File: config.mk
export PLATFORM = sky130hd
export DESIGN_NAME = adam_periph_uart_tx_arb
export DESIGN_NICKNAME = d
export VERILOG_FILES = /design/src/rtl/adam_periph_uart_tx_arb.sv
export SDC_FILE = /design/constraint.sdc
export NUM_CORES = 1
export LEC_CHECK = 0
export ABC_AREA = 1
export BUFFER_PORTS_ARGS = -buffer_cell sky130_fd_sc_hd__buf_2
export CAP_MARGIN = 20
export CELL_PAD_IN_SITES_DETAIL_PLACEMENT = 1
export CELL_PAD_IN_SITES_GLOBAL_PLACEMENT = 2
export CORE_ASPECT_RATIO = 0.75
export CORE_MARGIN = 2
export CORE_UTILIZATION = 16
export CTS_CLUSTER_DIAMETER = 80
export CTS_CLUSTER_SIZE = 25
export DETAILED_ROUTE_END_ITERATION = 8
export PLACE_DENSITY_LB_ADDON = 0.1
export SYNTH_ARGS = -nofsm -noshare
export SYNTH_HDL_FRONTEND = slang
export SYNTH_SLANG_ARGS = --single-unit
File: constraint.sdc
create_clock -name clk -period 4.3 [get_ports clk]
set_clock_uncertainty 0.15 [all_clocks]
set_input_delay 0.43 -clock clk [delete_from_list [all_inputs] [get_ports clk]]
set_output_delay 0.43 -clock clk [all_outputs]
set_load 0.05 [all_outputs]
File: src/rtl/adam_periph_uart_tx_arb.sv
// Purpose: round-robin arbiter that locks one requester's whole message onto a single UART transmit stream, with a pause/quiesce handshake.
// Latency: a grant is registered one cycle after valid is seen in IDLE; once locked, the datapath from owner to UART is combinational.
// Backpressure: data_ready is passed straight to the owner's req_ready; non-owners always see req_ready=0, and a message is never split.
module adam_periph_uart_tx_arb #(
  parameter int DATA_WIDTH = 32,
  parameter int NUM_REQ    = 4,
  localparam int IDW       = (NUM_REQ > 1) ? $clog2(NUM_REQ) : 1
) (
  input  logic                               clk,
  input  logic                               rst,
  input  logic                               pause_req,
  output logic                               pause_ack,
  input  logic [NUM_REQ-1:0][DATA_WIDTH-1:0] req_data,
  input  logic [NUM_REQ-1:0]                 req_valid,
  input  logic [NUM_REQ-1:0]                 req_last,
  output logic [NUM_REQ-1:0]                 req_ready,
  output logic [DATA_WIDTH-1:0]              data,
  output logic                               data_valid,
  input  logic                               data_ready,
  output logic [IDW-1:0]                     grant_id,
  output logic                               busy
);

  typedef enum logic [1:0] {
    ST_IDLE   = 2'd0,
    ST_LOCKED = 2'd1,
    ST_PAUSED = 2'd2
  } state_t;

  state_t         state;
  logic [IDW-1:0] owner;
  logic [IDW-1:0] rr_ptr;

  logic           locked;
  logic           pick_vld;
  logic [IDW-1:0] pick_idx;
  logic           last_xfer;
  logic [IDW-1:0] owner_next_ptr;

  assign locked = (state == ST_LOCKED);

  // Round-robin search starting at rr_ptr; walking the offsets downwards lets the smallest offset win.
  always_comb begin
    pick_vld = 1'b0;
    pick_idx = '0;
    for (int i = NUM_REQ - 1; i >= 0; i--) begin
      if (req_valid[(int'(rr_ptr) + i) % NUM_REQ]) begin
        pick_vld = 1'b1;
        pick_idx = IDW'((int'(rr_ptr) + i) % NUM_REQ);
      end
    end
  end

  // Message end: the owner's last word is accepted by the transmitter.
  assign last_xfer = locked && req_valid[owner] && req_last[owner] && data_ready;

  // Pointer moves just past the finishing owner, wrapping at NUM_REQ-1 (stays 0 for a single requester).
  assign owner_next_ptr = (owner == IDW'(NUM_REQ - 1)) ? '0 : owner + 1'b1;

  // Owner-to-UART mux; everything is zero outside LOCKED so reset clears outputs immediately.
  always_comb begin
    data       = '0;
    data_valid = 1'b0;
    req_ready  = '0;
    if (locked) begin
      data             = req_data[owner];
      data_valid       = req_valid[owner];
      req_ready[owner] = data_ready;
    end
  end

  assign busy     = locked;
  assign grant_id = locked ? owner : '0;

  // Arbitration FSM: grant in IDLE, hold the lock until the last word, quiesce on pause only between messages.
  always_ff @(posedge clk or posedge rst) begin
    if (rst) begin
      state     <= ST_IDLE;
      owner     <= '0;
      rr_ptr    <= '0;
      pause_ack <= 1'b0;
    end else begin
      case (state)
        ST_IDLE: begin
          if (pause_req) begin
            state     <= ST_PAUSED;
            pause_ack <= 1'b1;
          end else if (pick_vld) begin
            state <= ST_LOCKED;
            owner <= pick_idx;
          end
        end
        ST_LOCKED: begin
          if (last_xfer) begin
            rr_ptr <= owner_next_ptr;
            if (pause_req) begin
              state     <= ST_PAUSED;
              pause_ack <= 1'b1;
            end else begin
              state <= ST_IDLE;
            end
          end
        end
        ST_PAUSED: begin
          if (!pause_req) begin
            state     <= ST_IDLE;
            pause_ack <= 1'b0;
          end
        end
        default: begin
          state     <= ST_IDLE;
          pause_ack <= 1'b0;
        end
      endcase
    end
  end

endmodule

==> flow_metrics.tcl, run 1 <==
set metrics [dict create \
    crit_required_ns 3.72 \
    period_needed_ns 2.80 \
    die_h_um 97.3 \
    netlist.area_leader.share_pct 29.1 \
    min_path_type "reg2reg" \
    arrival_ns 2.22 \
    place_inst 670 \
    synth-seq-cells 7 \
    fmax_mhz 357 \
    tns_ns 0 \
    drive_gt1_share_pct 38.3 \
    top_usage_layer "met2" \
    gr-total-overflow 0 \
    totalWireLength_um 9650 \
    clk_pin_slew_ns 0.04 \
    ys_warn_count 0 \
    area_growth_pct 56.0 \
    layout.cells.non_filler 676 \
    rr_endpoint "pause_ack" \
    die_w_um 128 \
    status "completed" \
    maxCapViolations 0 \
    place_congestion 0.785 \
    row_count 34 \
    critPathKind "reg2out" \
    place_hpwl_um 7440 \
    fin_util_pct 25.3 \
    worstSetupStartpoint "owner[0]" \
    tritoncts "built" \
    use_met1_pct 18.5 \
    ios 181 \
    worst_skew_pair.late_latency_ns 0.23 \
    slew_headroom_pct 52.5 \
    start_kind "flip-flop" \
    peakVddDrop_mv 0.248 \
    grt_pass1_vias 3124 \
    final_hold_viol_count 0 \
    post_drt_wl_per_cell_um 14.3 \
    grt_max_degree 72 \
    drtIter0Drc 84 \
    total_power_mw 2.34 \
    insertedDiodeCount 0 \
    vias 2926 \
    layout.nets 677 \
    yosysUniqueCellTypes 25 \
    slew_viol_final 0 \
    avgSynthCellArea_um2 5.02 \
    firstDrtPassIters 3 \
    dieArea_um2 12500 \
    ant_nets 0 \
    synthTopCellsByArea "nor2_1 (29%), o21ai_0 (18%), a21oi_1 (9.4%), dfrtp_1 (9.4%), nand2_1 (7.7%)" \
    whs_ns 0.345 \
    crit_fanout 46 \
    met2_usage_pct 27.1 \
    power_density_nw_per_um2 806 \
    reg2reg_depth 10 \
    p_leak_nw 1.59 \
    grt.met3_usage_pct 4.30 \
    yosysSeqAreaShare_pct 9.43 \
    setup_viol 0 \
    finalCritPeriodShare_pct 65.2 \
    rrSetupSlack_ns 2.01 \
    io_buffers 180 \
    synth_top_area_cell "nor2_1" \
    cts_hold_buf 1 \
    cts-root-buf "clkbuf_16" \
    htree_levels 1 \
    viasPerCell 4.33 \
    cts_resized 0 \
    cts_buffers 3 \
    groute.usage.overall_pct 15.1 \
    synth_area_um2 1860 \
    cts.sinks 7 \
    rsz0062_at_grt "no" \
    grt_pass1_wl_um 15400 \
    core_um2 11400 \
    post-route-drc-count 0 \
    worst_setup_path_end_kind "output port" \
    tightest_slew_ns 0.712 \
    cts_buffer_depth 2 \
    post_cts_buffers 0 \
    crit_path_end "data[2]" \
    antenna_found_initial 1 \
    fill_cells 1576 \
    synthesis.nets 514 \
    synthCells 370 \
    start_util_pct 16.2 \
    r2r-start "owner[0]" \
]
==> synthesized netlist by cell type <==
cell type / n
nor2_1: 144
o21ai_0: 67
nand2_1: 38
a21oi_1: 35
inv_1: 18
nand3_1: 12
clkbuf_1: 9
buf_4: 7
dfrtp_1: 7
buf_6: 5
buf_2: 4
ha_1: 4
nand2_2: 4
o21ai_2: 3
buf_1: 2
inv_2: 2
inv_4: 1
nand2_4: 1
nand3_2: 1
nand3_4: 1
nor2_2: 1
nor3_1: 1
nor3_2: 1
o211ai_1: 1
xnor2_1: 1
==> stage by stage <==
step	instance area [um^2]	worst slack (ns)
6_report	2900	1.50
5_1_grt	2900	1.24
4_1_cts	2880	1.39
3_5_place_dp	2790	1.65
3_3_place_gp	2790	1.68
2_1_floorplan	1860	1.96
==> logic make-up (layout without fill, tap and decap cells) <==
| family | Yosys count | count (layout) | synth area share, % |
|---|---|---|---|
| DFF | 7 | 7 | 9.43 |
| buffers and inverters | 48 | 210 | 13.5 |
| xor gates and xnor gates | 1 | 1 | 0.471 |
| adders and majority gates | 4 | 4 | 2.69 |
| AOI/OAI and AO/OA | 106 | 106 | 29.3 |
| and+or+nand+nor | 204 | 204 | 44.6 |
==> metal layers <==
metal  vias to the layer above  routed length [um]
met5                         -                  13
met4                         2                  30
met3                         6                 817
met2                       109                4460
met1                      1299                4330
li1                       1510                   -
==> worst min path at each step <==
stage | from | to | slack (ns) | cells after the start
2_1_floorplan | rst | owner[0] | 0.08 | 1
3_3_place_gp | rst | pause_ack | 0.24 | 2
3_5_place_dp | rst | pause_ack | 0.25 | 2
4_1_cts | pause_ack | pause_ack | 0.35 | 2
5_1_grt | pause_ack | pause_ack | 0.39 | 2
6_report | pause_ack | pause_ack | 0.35 | 2
==> cell type report <==
class / count / area (um^2) / area share (%)
clock buffers: 3 / 75.1 / 2.59
clock inverters: 1 / 5.00 / 0.173
well taps: 144 / 180 / 6.22
repair buffers: 185 / 948 / 32.7
flip-flops and latches: 7 / 176 / 6.09
multi-input cells: 315 / 1430 / 49.4
inverters: 21 / 81.3 / 2.81
==> state kept, by name (all words and copies together), names as in the netlist <==
signal	flops
owner	2
rr_ptr	2
state	2
pause_ack	1
==> critical path, stage by stage (launching register included) <==
cell and delay [ns]:
dfrtp_2 0.69, buf_4 0.52, nor2_1 0.10, nor2_1 0.09, o21ai_0 0.11, a21oi_1 0.17
buf_2 0.27
==> placed cells by master, fill, tap and decap left out, types with 2 or more instances in the layout <==
master	instances
buf_2	180
nor2_1	144
o21ai_0	67
nand2_1	38
a21oi_1	35
inv_1	18
nand3_1	12
dfrtp_1	6
nand2_2	4
ha_1	4
o21ai_2	3
clkbuf_16	3
buf_4	3
inv_2	2
==> power by group <==
| group | internal [mW] | switching (mW) | total (mW) |
|---|---|---|---|
| Sequential | 0.0976 | 0.0948 | 0.192 |
| Combinational | 0.524 | 1.46 | 1.98 |
| Clock | 0.122 | 0.0384 | 0.161 |
No activity file was read; power rests on OpenSTA's default activity.
==> run 2: changes to the inputs <==
- CORE_UTILIZATION: 16 -> 15
- clock period: 4.3 -> 2.89 ns (I/O delays scaled with it)
==> run 2 against run 1 <==
  * Final cell count grew 3.6%
  * Highest routed layer is now met3
  * Sequential share of layout area shrank 0.096 points
  * Clock-buffer cell count grew 1
  * Non-clock buffer count grew 2
  * Critical endpoint is now req_ready[2]
==> flow_metrics.tcl, run 2 (synthesis gave the netlist of run 1 again) <==
set metrics [dict create \
    r2r-start "owner[0]" \
    start_util_pct 15.3 \
    rrSetupSlack_ns 0.86 \
    slew_headroom_pct 58.0 \
    cp_cell_sequence "inv_4 -> ha_1 -> nand2_1 -> nor2_1 -> buf_2" \
    maxCapViolations 0 \
    crit_required_ns 2.45 \
    clk_pin_slew_ns 0.04 \
    die_w_um 133 \
    worst_setup_path_end_kind "output port" \
    insertedDiodeCount 0 \
    fmax_mhz 421 \
    core_um2 12200 \
    critPathKind "reg2out" \
    power_density_nw_per_um2 1190 \
    grt_pass1_vias 3064 \
    status "completed" \
    start_kind "flip-flop" \
    arrival_ns 1.93 \
    cts_hold_buf 1 \
    finalCritPeriodShare_pct 82.1 \
    vias 2942 \
    layout.nets 679 \
    fin_util_pct 24.2 \
    ios 181 \
    cts-root-buf "clkbuf_16" \
    cts.sinks 7 \
    setup_viol 0 \
    ant_nets 0 \
    intPower_mw 1.13 \
    p_comb_share_pct 86.3 \
    place_hpwl_um 7470 \
    seqPwrFrac_pct 7.0 \
    cp_slowest_stage_delay_ns 0.51 \
    reg2reg_depth 8 \
    cts_resized 0 \
    rsz0062_at_grt "no" \
    firstDrtPassIters 4 \
    gr-total-overflow 0 \
    area_growth_pct 58.5 \
    min_path_type "in2reg" \
    htree_levels 1 \
    crit_fanout 71 \
    worst_skew_pair.late_latency_ns 0.23 \
    grt_pass1_wl_um 15500 \
    clkPwrFrac_pct 6.7 \
    final_common_cell "buf_2" \
    top_usage_layer "met2" \
    viasPerCell 4.20 \
    place_congestion 0.720 \
    use_met1_pct 17.7 \
    period_needed_ns 2.37 \
    cts_buffer_depth 2 \
    grt.met3_usage_pct 3.08 \
    layout_common_cells "buf_2 (180), nor2_1 (144), o21ai_0 (67), nand2_1 (38), a21oi_1 (35)" \
    cp_slowest_cell "dfrtp_2" \
    final_hold_viol_count 0 \
    p_sw_mw 2.38 \
    antenna_found_initial 1 \
    min_path_cells 3 \
    reg_top3 "owner (2), rr_ptr (2), state (2)" \
    grt_max_degree 72 \
    tritoncts "built" \
    post_cts_buffers 0 \
    post-route-drc-count 0 \
    p_sw_share_pct 67.7 \
    totalWireLength_um 9720 \
    p_leak_nw 1.60 \
    dieArea_um2 13300 \
    tightest_slew_ns 0.630 \
    cts_buffers 3 \
    drtIter0Drc 52 \
    hp-start "pause_req" \
    peakVddDrop_mv 0.387 \
    row_count 35 \
    post_drt_wl_per_cell_um 13.9 \
    io_buffers 180 \
    tns_ns 0 \
    drive_gt1_share_pct 38.4 \
    rr_endpoint "pause_ack" \
    groute.usage.overall_pct 14.3 \
    slew_viol_final 0 \
    min_to "state[1]" \
    die_h_um 100 \
    met2_usage_pct 26.5 \
]
## run 2: cell types whose count changed in the layout (fill, tap and decap cells not counted)
| cell | previous run | this run |
|---|---|---|
| buf_4 | 3 | 5 |
| buf_12 | 0 | 1 |
| buf_8 | 1 | 0 |
| clkbuf_1 | 0 | 1 |
| clkinv_2 | 1 | 0 |
## run 2: stage by stage
stage	cells	cell area (um^2)	setup slack, ns	total power [mW]	hold slack, ns
4_1_cts	700	2940	0.481	3.60	0.238
3_3_place_gp	695	2860	0.720	3.33	0.0927
3_5_place_dp	695	2860	0.719	3.35	0.0954
6_report	700	2940	0.517	3.51	0.241
2_1_floorplan	370	1860	0.693	2.63	-0.0576
5_1_grt	700	2940	0.318	3.87	0.251
## run 2: critical path, delay by kind of cell, from the launching register on
family,cells,cell delay [ns]
adders and majority gates,1,0.26
buffers and inverters,2,0.74
DFF,1,0.51
and+or+nand+nor,2,0.15
## run 2: power by group through the flow
stage / registers (mW) / logic [mW] / clock network [mW]
2_1_floorplan: 0.209 / 2.42 / 0
3_3_place_gp: 0.244 / 3.08 / 0
3_5_place_dp: 0.250 / 3.10 / 0
4_1_cts: 0.249 / 3.11 / 0.241
5_1_grt: 0.263 / 3.36 / 0.247
6_report: 0.246 / 3.03 / 0.234
## run 2: worst max-delay path by stage
stage                        start           end  slack [ns]  depth (start not counted)
after floorplan           state[1]  req_ready[3]        0.69                          4
after global routing      owner[0]      data[22]        0.32                          4
after CTS                 owner[0]       data[1]        0.48                          4
final                     owner[0]  req_ready[2]        0.52                          5
after detailed placement  owner[0]       data[1]        0.72                          4
after global placement    owner[0]       data[0]        0.72                          4
## run 2: area by class of cell
| class | instances | area (um^2) |
|---|---|---|
| Clock buffer | 4 | 78.8 |
| Fill cell | 1689 | 9230 |
| Inverter | 21 | 81.3 |
| Multi-Input combinational cell | 315 | 1430 |
| Sequential cell | 7 | 176 |
| Tap cell | 166 | 208 |
| Timing Repair Buffer | 187 | 968 |
## run 2: metal layers
metal	part of all wire [%]	wire [um]	vias up
li1	-	-	1522
met1	46	4500	1307
met2	47	4570	113
met3	6.7	652	0
met4	0	0	0
met5	0	0	-
==> run 3: changes to the inputs <==
- ABC_AREA: 1 -> 0
- CORE_UTILIZATION: 15 -> 16
- clock period: 2.89 -> 2.2 ns (I/O delays scaled with it)
==> run 3 against run 2 <==
  * Worst setup slack got worse by 0.48 ns
  * Critical endpoint is now data[6]
  * Sequential share of layout area increased by 0.42 points
  * Via count fell by 34%
  * Register-to-register slack got worse by 0.71 ns
  * Clock-buffer cell count is the same
  * Hold slack got worse by 0.14 ns
  * Critical path depth is 1 lower
  * Final cell count fell by 37%
  * Total power hardly changed
  * Routed wire length down 20%
  * Final area fell by 5.9%
  * Largest power group unchanged
==> flow_metrics.tcl, run 3 <==
set metrics [dict create \
    status "completed" \
    slew_viol_final 0 \
    final_hold_viol_count 0 \
    synth_xor_area_share_pct 0 \
    synth-seq-cells 7 \
    synthTopCellsByCount "and3_1 (37), mux4_2 (34), clkbuf_1 (10)" \
    io_buffers 180 \
    fmax_mhz 462 \
    gr-total-overflow 0 \
    area_growth_pct 81.9 \
    rrSetupSlack_ns 0.15 \
    slew_headroom_pct 45.4 \
    netlist.area_leader.share_pct 50.2 \
    finalCritPeriodShare_pct 98.4 \
    row_count 30 \
    peakVddDrop_mv 0.515 \
    die_w_um 117 \
    p_sw_mw 1.91 \
    clk_pin_slew_ns 0.04 \
    insertedDiodeCount 0 \
    whs_ns 0.102 \
    tightest_slew_ns 0.808 \
    maxCapViolations 0 \
    grt_max_degree 28 \
    final_common_cell "buf_2" \
    total_power_mw 3.51 \
    seqPwrFrac_pct 8.0 \
    fin_util_pct 30.3 \
    clkPwrFrac_pct 9.1 \
    layout_common_cells "buf_2 (178), and3_1 (36), mux4_2 (34), nand2_1 (8)" \
    cp_slowest_stage_delay_ns 0.52 \
    start_kind "flip-flop" \
    finish.instance_area_um2 2770 \
    min_path_cells 2 \
    layout.nets 461 \
    worst_setup_path_end_kind "output port" \
    critPathKind "reg2out" \
    cts_buffers 3 \
    ys_warn_count 0 \
    core_um2 9160 \
    min_to "state[1]" \
    synth_top_family_by_area "multiplexers" \
    synth_area_um2 1520 \
    rsz0062_at_grt "yes" \
    power_density_nw_per_um2 1270 \
    p_comb_share_pct 82.9 \
    firstDrtPassIters 4 \
    synth_ff_type "dfrtp_1" \
    p_sw_share_pct 54.4 \
    worst-path-buf-inv 2 \
    reg2reg_depth 4 \
    grt_pass1_wl_um 11100 \
    muxShareOfSynthArea_pct 52.4 \
    min_path_type "in2reg" \
    cp_slowest_cell "mux4_2" \
    worst_skew_pair.late_latency_ns 0.24 \
    grt_pass1_vias 2025 \
    synthCells 137 \
    viasPerCell 4.38 \
    pre_cts_slack_ns 0.190 \
    synth-simple-area-share_pct 21.2 \
    place_hpwl_um 6150 \
    synth.most_common_cell "and3_1" \
    post_dp_cell_area_um2 2600 \
    arrival_ns 1.80 \
    synthTopCellsByArea "mux4_2 (50%), and3_1 (15%), dfrtp_1 (11%), ha_1 (3.3%), clkbuf_1 (2.5%)" \
    fin_ws_ns 0.0349 \
    tritoncts "built" \
    synth-edff-count 0 \
    dieArea_um2 10300 \
    synthesis.nets 281 \
    synth_top_area_cell "mux4_2" \
    fill_cells 1132 \
    intPower_mw 1.60 \
    yosysSeqAreaShare_pct 11.5 \
    drtIter0Drc 72 \
    place_congestion 0.690 \
    die_h_um 88.5 \
    ant_nets 0 \
    antenna_found_initial 0 \
    htree_levels 1 \
    r2r-start "owner[1]" \
    hp-start "pause_req" \
    p_leak_nw 1.50 \
    synthAdderAreaFrac_pct 3.94 \
    reg_top3 "owner (2), rr_ptr (2), state (2)" \
    avgSynthCellArea_um2 11.1 \
    period_needed_ns 2.17 \
    drive_gt1_share_pct 73.4 \
    ys_async_sr_fraction_pct 100 \
    start_util_pct 16.6 \
    cpLargestDelayFamily "multiplexers" \
    totalWireLength_um 7820 \
    rr_endpoint "rr_ptr[1]" \
    vias 1946 \
    yosysUniqueCellTypes 24 \
    post_drt_wl_per_cell_um 17.6 \
    cp_cell_sequence "buf_12 -> mux4_2 -> and3_1 -> buf_2" \
    synth_compound_area_share_pct 4.76 \
    post-route-drc-count 0 \
    cts_buffer_depth 2 \
    setup_viol 0 \
    cts.sinks 7 \
    crit_required_ns 1.83 \
    ios 181 \
    crit_fanout 23 \
    groute.usage.overall_pct 14.3 \
    cts-root-buf "clkbuf_16" \
]
run 3: cell types whose count changed in the layout (fill, tap and decap cells not counted), sizes merged, moves of 14 or more:
| cell | change |
|---|---|
| nand3 | -14 |
| o21ai | -68 |
| and3 | +37 |
| mux4 | +34 |
| nor2 | -140 |
| a21oi | -32 |
| nand2 | -35 |
| inv | -15 |
run 3: layout make-up:
type                    instances  area, um^2  area share, %
well taps                     128         160           5.78
inverters                       7        30.0           1.08
repair buffers                190        1070           38.5
multi-input cells             108        1260           45.4
clock buffers                   4        78.8           2.84
flip-flops and latches          7         178           6.41
run 3: worst register-to-register path: cells and delay by family (launching register included):
family | cells | cell delay [ns]
mux | 2 | 0.90
flops | 1 | 0.46
simple gates | 1 | 0.30
buf+inv | 1 | 0.11
run 3: kinds of logic (layout without fill, tap and decap cells):
family | after synthesis | after routing
simple gates | 55 | 55
mux | 37 | 37
buf+inv | 22 | 201
compound gates | 11 | 11
flops | 7 | 7
fa+ha+maj | 5 | 5
run 3: worst max path at each step:
stage	from	end	slack, ns	cells after the start
5_1_grt	owner[0]	data[16]	-0.05	4
6_report	owner[0]	data[6]	0.03	4
3_5_place_dp	owner[0]	rr_ptr[0]	0.19	5
2_1_floorplan	owner[0]	data[10]	0.06	4
4_1_cts	owner[0]	data[30]	0.0007	4
3_3_place_gp	owner[0]	rr_ptr[1]	0.24	5
run 3: through the flow:
| step | TNS [ns] | instances |
|---|---|---|
| finish | 0 | 444 |
| global route | -0.728 | 444 |
| CTS | 0 | 442 |
| detailed placement | 0 | 436 |
| global placement | 0 | 436 |
| floorplan | 0 | 137 |
run 3: power by group through the flow:
stage	Clock (mW)	Combinational, mW	Sequential, mW
6_report	0.320	2.91	0.281
5_1_grt	0.330	3.11	0.297
4_1_cts	0.325	2.90	0.280
3_5_place_dp	0	2.81	0.270
3_3_place_gp	0	2.82	0.270
2_1_floorplan	0	2.08	0.257
run 3: what timing repair did:
item,in CTS,in global routing
pin swaps,0,0
setup buffers,0,2
gates cloned,1,0
hold buffers,1,0
resized for setup,2,6
hold endpoints to repair,7,0
setup endpoints to repair,2,28
run 3: routing by layer:
| layer | routed length [um] | vias to the layer above | GRT usage, % |
|---|---|---|---|
| met3 | 785 | 2 | 3.63 |
| li1 | - | 916 | - |
| met4 | 19 | 0 | 2.57 |
| met5 | 0 | - | 0 |
| met1 | 3170 | 925 | 18.2 |
| met2 | 3840 | 103 | 24.9 |
